===== src/rtl/grad_update_sched.sv =====
// grad_update_sched
//   Playback scheduler for the GPA-FHDO DAC interface. Fetches 4-word gradient
//   frames (x, y, z, z2) from BRAM into shadow registers, then hands each frame
//   to gpa_fhdo_iface with a one-cycle valid_o. Pulses are spaced by a
//   programmable interval. The next frame is fetched while the current SPI
//   transfer runs. Interval underruns and missing busy acknowledgements are
//   reported as sticky flags.
//
// Ports
//   clk, rst          clock, synchronous active-high reset
//   start_i, stop_i   1-cycle control pulses (start ignored while running)
//   n_frames_i        frames to play, sampled on start_i
//   interval_i        cycles between valid_o pulses, sampled on start_i (0 -> 1)
//   mem_en_o/addr_o   BRAM read port; mem_data_i returns 1 cycle later
//   data{x,y,z,z2}_o  frame words presented to the DAC interface
//   valid_o           1-cycle pulse starting an SPI frame
//   busy_i            DAC interface busy
//   running_o         playback in progress
//   done_o            1-cycle pulse when playback ends or is stopped
//   underrun_o        sticky: slot came due while the interface was still busy
//   ack_err_o         sticky: busy_i did not answer a valid_o in time
module grad_update_sched #(
  parameter int ADDR_W  = 13,
  parameter int INT_W   = 16,
  parameter int ACK_TMO = 8
) (
  input  logic              clk,
  input  logic              rst,
  input  logic              start_i,
  input  logic              stop_i,
  input  logic [ADDR_W-3:0] n_frames_i,
  input  logic [INT_W-1:0]  interval_i,
  output logic              mem_en_o,
  output logic [ADDR_W-1:0] mem_addr_o,
  input  logic [23:0]       mem_data_i,
  output logic [23:0]       datax_o,
  output logic [23:0]       datay_o,
  output logic [23:0]       dataz_o,
  output logic [23:0]       dataz2_o,
  output logic              valid_o,
  input  logic              busy_i,
  output logic              running_o,
  output logic              done_o,
  output logic              underrun_o,
  output logic              ack_err_o
);

  localparam int FW    = ADDR_W - 2;
  localparam int ACK_W = $clog2(ACK_TMO + 1);

  typedef enum logic [2:0] {
    IDLE,
    FETCH,
    WAIT_SLOT,
    ISSUE,
    WAIT_ACK,
    FINISH
  } state_t;

  state_t            state, state_nx;
  logic [FW-1:0]     frame;
  logic [FW-1:0]     n_frames;
  logic [INT_W-1:0]  ivl_m1;
  logic [INT_W-1:0]  ivl_cnt;
  logic [2:0]        fcnt;
  logic [ACK_W-1:0]  ack_cnt;
  logic              stop_pend;
  logic [23:0]       sh_x, sh_y, sh_z, sh_z2;
  logic              slot_open;
  logic              ack_tmo;
  logic              last_frame;

  // ivl_cnt counts down from interval-1 starting the cycle after ISSUE, so the
  // slot is taken when the count reaches 1 (or has already saturated at 0);
  // this places consecutive ISSUE cycles exactly 'interval' cycles apart.
  assign slot_open  = (ivl_cnt <= INT_W'(1));
  // ack_cnt holds the number of cycles elapsed since valid_o.
  assign ack_tmo    = (ack_cnt >= ACK_W'(ACK_TMO - 1));
  assign last_frame = (frame == n_frames - 1'b1);

  always_comb begin
    state_nx = state;
    case (state)
      IDLE:      if (start_i) state_nx = (n_frames_i == '0) ? FINISH : FETCH;
      FETCH: begin
        if (stop_i)               state_nx = FINISH;
        else if (fcnt == 3'd4)    state_nx = WAIT_SLOT;
      end
      WAIT_SLOT: begin
        if (stop_i)                      state_nx = FINISH;
        else if (slot_open && !busy_i)   state_nx = ISSUE;
      end
      ISSUE:     state_nx = WAIT_ACK;
      WAIT_ACK: begin
        if (busy_i || ack_tmo)
          state_nx = (last_frame || stop_pend || stop_i) ? FINISH : FETCH;
      end
      FINISH:    state_nx = IDLE;
      default:   state_nx = IDLE;
    endcase
  end

  always_comb begin
    mem_en_o   = (state == FETCH) && !fcnt[2];
    mem_addr_o = mem_en_o ? {frame, fcnt[1:0]} : '0;
    valid_o    = (state == ISSUE);
    running_o  = (state == FETCH) || (state == WAIT_SLOT) ||
                 (state == ISSUE) || (state == WAIT_ACK);
    done_o     = (state == FINISH);
  end

  always_ff @(posedge clk) begin
    if (rst) begin
      state      <= IDLE;
      frame      <= '0;
      n_frames   <= '0;
      ivl_m1     <= '0;
      ivl_cnt    <= '0;
      fcnt       <= '0;
      ack_cnt    <= '0;
      stop_pend  <= 1'b0;
      sh_x       <= '0;
      sh_y       <= '0;
      sh_z       <= '0;
      sh_z2      <= '0;
      datax_o    <= '0;
      datay_o    <= '0;
      dataz_o    <= '0;
      dataz2_o   <= '0;
      underrun_o <= 1'b0;
      ack_err_o  <= 1'b0;
    end else begin
      state <= state_nx;
      if (ivl_cnt != '0) ivl_cnt <= ivl_cnt - 1'b1;

      case (state)
        IDLE: begin
          if (start_i) begin
            n_frames   <= n_frames_i;
            ivl_m1     <= (interval_i == '0) ? '0 : interval_i - 1'b1;
            frame      <= '0;
            fcnt       <= '0;
            ivl_cnt    <= '0;
            stop_pend  <= 1'b0;
            underrun_o <= 1'b0;
            ack_err_o  <= 1'b0;
          end
        end
        FETCH: begin
          fcnt <= fcnt + 3'd1;
          case (fcnt)
            3'd1:    sh_x  <= mem_data_i;
            3'd2:    sh_y  <= mem_data_i;
            3'd3:    sh_z  <= mem_data_i;
            3'd4:    sh_z2 <= mem_data_i;
            default: ;
          endcase
        end
        WAIT_SLOT: begin
          if (!stop_i && slot_open && busy_i) underrun_o <= 1'b1;
          // Shadows move to the outputs on the edge entering ISSUE so the
          // words are already present in the cycle valid_o is high.
          if (state_nx == ISSUE) begin
            datax_o  <= sh_x;
            datay_o  <= sh_y;
            dataz_o  <= sh_z;
            dataz2_o <= sh_z2;
          end
        end
        ISSUE: begin
          ivl_cnt <= ivl_m1;
          ack_cnt <= ACK_W'(1);
          if (stop_i) stop_pend <= 1'b1;
        end
        WAIT_ACK: begin
          ack_cnt <= ack_cnt + 1'b1;
          if (stop_i) stop_pend <= 1'b1;
          if (busy_i || ack_tmo) begin
            if (!busy_i) ack_err_o <= 1'b1;
            frame <= frame + 1'b1;
            fcnt  <= '0;
          end
        end
        default: ;
      endcase
    end
  end

endmodule


===== config.mk =====
export PLATFORM = sky130hd
export DESIGN_NAME = grad_update_sched
export DESIGN_NICKNAME = d
export VERILOG_FILES = /design/src/rtl/grad_update_sched.sv
export SDC_FILE = /design/constraint.sdc
export NUM_CORES = 1
export LEC_CHECK = 0
export CAP_MARGIN = 10
export CORE_UTILIZATION = 35
export CTS_CLUSTER_SIZE = 16
export DETAILED_ROUTE_END_ITERATION = 12
export PLACE_DENSITY_LB_ADDON = 0.15
export SLEW_MARGIN = 25
export SYNTH_ARGS = -nofsm -noshare
export SYNTH_HDL_FRONTEND = slang
export SYNTH_SLANG_ARGS = --single-unit

===== constraint.sdc =====
create_clock -name clk -period 2 [get_ports clk]
set_input_delay 0.4 -clock clk [delete_from_list [all_inputs] [get_ports clk]]
set_output_delay 0.4 -clock clk [all_outputs]
set_load 0.02 [all_outputs]

==> out/qor.csv <==
metric;value;unit
synth_top_cell_by_area;sky130_fd_sc_hd__dfxtp_1;
final_antenna_net_count;0;
criticalPathCategory;reg2reg;
fin_crit;2.14;ns
rsz0062_at_grt;yes;
grt_max_degree;196;
hold_path_depth;2;
synthesis.yosys.warnings;0;
fin_setup_tns;-9.02;ns
grt_overflow_total;0;
tritoncts_num_sinks;259;
ys_seq_elements;259;
cell_count_of_the_worst_reg_to_reg_path;9;
htree_num_levels;1;
grt_pass1_vias;9435;
maxCapViolCount;0;
finalNetCount;1667;
drt_iter0_markers;811;
routed.top_layer;met4;
tightestPinTransition;0.964;ns
core;29000;sq um
wp_data_arrival;2.62;ns
antennaDiodeCount;0;
clock_pin_slew_of_the_registers_on_the_worst_case_setup_and_hold_paths;0.06;ns
met3_length;1.69;mm
violations;negative setup slack;
netlist_instances;1340;
cts_root_buffer;sky130_fd_sc_hd__clkbuf_16;
floorplan.io_pins;171;
power_per_cell_area;897;nW/um^2
worst-path-max-fanout;9;
clk_latency;0.56;ns
fp.dieArea;30500;sq um
post_route_cells_drive_above_1_share;19.7;%
initial_core_util;36.0;%
cts-root-to-sink-buffers;3;
place.port_buffers;170;
setup.reg_to_reg.worst_slack;-0.14;ns
synth.yosys.seq_area_share;49.7;%
place.detailed.hpwl;21.0;mm
wire_per_inst;16.8;um
detailroute.wirelength.met2;16.2;mm
setup.worst_path.start_class;flop;
hold_path_startpoint;rst;
syn_area;10400;sq um
synth_top_area_share;49.7;%
num-fill-cells;2784;
chipHeight;175;um
timing.hold.ws;0.0890;ns
pre_repair_dr_iteration_count;7;
route.vias.total;10040;
cts-buffers-inserted;28;
synthTopCellsByArea;sky130_fd_sc_hd__dfxtp_1 50%, sky130_fd_sc_hd__nand2_1 16%, sky130_fd_sc_hd__a21oi_1 11%, sky130_fd_sc_hd__clkbuf_1 2.5%, sky130_fd_sc_hd__o21ai_0 2.0%;
setup_viol;110;
cellLeakagePower;5.77;nW
tritoncts;yes;
slew_headroom;35.8;%
grt_util_all_layers;21.1;%
synthesis.area_per_instance;7.79;sq um
synth-async-reset-ratio;0;%
status;complete, but fails checks;
first_pass_grt_wire_length;51.3;mm
ys_types;55;
worst_setup_path_end_kind;flop;
final.setup.worst_slack;-0.135;ns
finalHoldViolations;0;
areaGrowthSynthToFinish;48.2;%
fmaxAchievable;468;MHz
route.detailed.vias_per_inst;5.01;
floorplan.die.width;175;um
max-vdd-ir-drop;0.646;mV
final_clock_period_utilization_by_the_worst_path;107;%
synth_edf_count;0;
num_rows;62;
worstHoldEndpoint;ivl_cnt[4];
routed_wire_length;33.6;mm
cts_hold_repair.buffers;0;
antenna_violations_before_repair;0;
crit_required;2.48;ns
synthesis.nets;1407;
dominantRegCellSynth;sky130_fd_sc_hd__dfxtp_1;
drcViolationCount;0;
multi_input_area;5210;sq um
wirelength_met1;14.9;mm
globalplace.congestion;0.805;
finClkSkew;0.0190;ns
hp-class;in2reg;
final-max-slew-violation-count;0;
worst_r2r_src;ivl_cnt[10];
rr_endpoint;dataz_o[15];
storage_element_area;5200;sq um
what timing repair did:
| item | in CTS | in global routing |
|---|---|---|
| setup endpoints to repair | 72 | 138 |
| pin swaps | 8 | 30 |
| buffers inserted | 13 | 13 |
| resized for setup | 167 | 109 |
| endpoints found under the hold margin | 0 | 0 |
| gates cloned | 14 | 7 |
synthesized netlist by cell type (all sizes together), types with 16 or more instances:
master  count
and2       16
xor2       22
inv        16
nand2     458
clkbuf     70
nor2       40
xnor2      22
o21ai      41
buf        16
nor4       16
a21oi     228
dfxtp     259
nor3       28
state kept, by name (all words and copies together) (netlist names), 4 cells and up:
signal	flops
sh_x	24
n_frames	11
dataz2_o	24
ivl_cnt	16
sh_z	24
dataz_o	24
ivl_m1	16
sh_z2	24
datax_o	24
datay_o	24
ack_cnt	4
sh_y	24
frame	11
worst max path at each step:
stage	startpoint	endpoint	slack, ns
2_1_floorplan	stop_i	datax_o[6]	0.001
3_3_place_gp	stop_i	dataz_o[17]	-0.33
3_5_place_dp	start_i	frame[7]	-0.38
4_1_cts	state[2]	mem_addr_o[5]	-0.15
5_1_grt	ivl_cnt[10]	dataz_o[15]	-0.28
6_report	ivl_cnt[10]	dataz_o[15]	-0.14
cells in the final DEF (no fill, tap or decap), types with 15 or more instances in the layout:
| cell | instances |
|---|---|
| sky130_fd_sc_hd__a21oi_1 | 221 |
| sky130_fd_sc_hd__buf_12 | 18 |
| sky130_fd_sc_hd__buf_4 | 93 |
| sky130_fd_sc_hd__buf_6 | 28 |
| sky130_fd_sc_hd__clkbuf_16 | 34 |
| sky130_fd_sc_hd__clkdlybuf4s50_1 | 133 |
| sky130_fd_sc_hd__dfxtp_1 | 252 |
| sky130_fd_sc_hd__dlymetal6s2s_1 | 16 |
| sky130_fd_sc_hd__inv_1 | 15 |
| sky130_fd_sc_hd__nand2_1 | 405 |
| sky130_fd_sc_hd__nand2_2 | 45 |
| sky130_fd_sc_hd__nor2_1 | 37 |
| sky130_fd_sc_hd__nor3_1 | 26 |
| sky130_fd_sc_hd__o21ai_0 | 38 |
| sky130_fd_sc_hd__xnor2_1 | 21 |
| sky130_fd_sc_hd__xor2_1 | 22 |
per-stage QoR:
step | std cells | worst slack [ns] | area [sq um] | power, mW | util (%)
floorplan | 1340 | 0.00148 | 10500 | 7.30 | -
global placement | 1909 | -0.329 | 13200 | 8.37 | 45.4
detailed placement | 1909 | -0.384 | 13200 | 8.38 | 45.4
CTS | 1986 | -0.146 | 14900 | 13.9 | 51.2
global route | 2004 | -0.281 | 15500 | 14.5 | 53.3
finish | 2004 | -0.135 | 15500 | 13.9 | 53.3
routing by layer:
layer	vias up	global-route usage [%]
met5	-	0
met4	0	5.54
met3	52	3.11
met2	257	35.8
met1	4744	27.8
li1	4987	-
cell type report:
cell class,count,area share [%]
multi-input cells,978,33.7
flip-flops and latches,259,33.6
repair buffers,316,22.9
clock buffers,39,5.19
well taps,384,3.11
clock inverters,11,1.05
inverters,17,0.413
power by group:
group	internal (mW)	switching [mW]
Combinational	1.38	1.59
Clock	3.19	2.17
Sequential	5.36	0.185
cell families after synthesis:
logic type	share of synthesized area, %
fa+ha+maj	1.42
xor+xnor	3.69
buf+inv	4.29
compound gates	15.3
mux	0.204
flops	49.7
simple gates	25.4
critical path, stage by stage (launching register included):
cell	delay [ns]
sky130_fd_sc_hd__dfxtp_2	0.33
sky130_fd_sc_hd__nor4_4	0.31
sky130_fd_sc_hd__nand4_1	0.25
sky130_fd_sc_hd__buf_4	0.23
sky130_fd_sc_hd__nor4_4	0.15
sky130_fd_sc_hd__buf_6	0.18
sky130_fd_sc_hd__buf_12	0.14
sky130_fd_sc_hd__bufbuf_16	0.27
sky130_fd_sc_hd__nand2_1	0.07
sky130_fd_sc_hd__a21oi_2	0.13
Power figures use the tool's default switching activity.
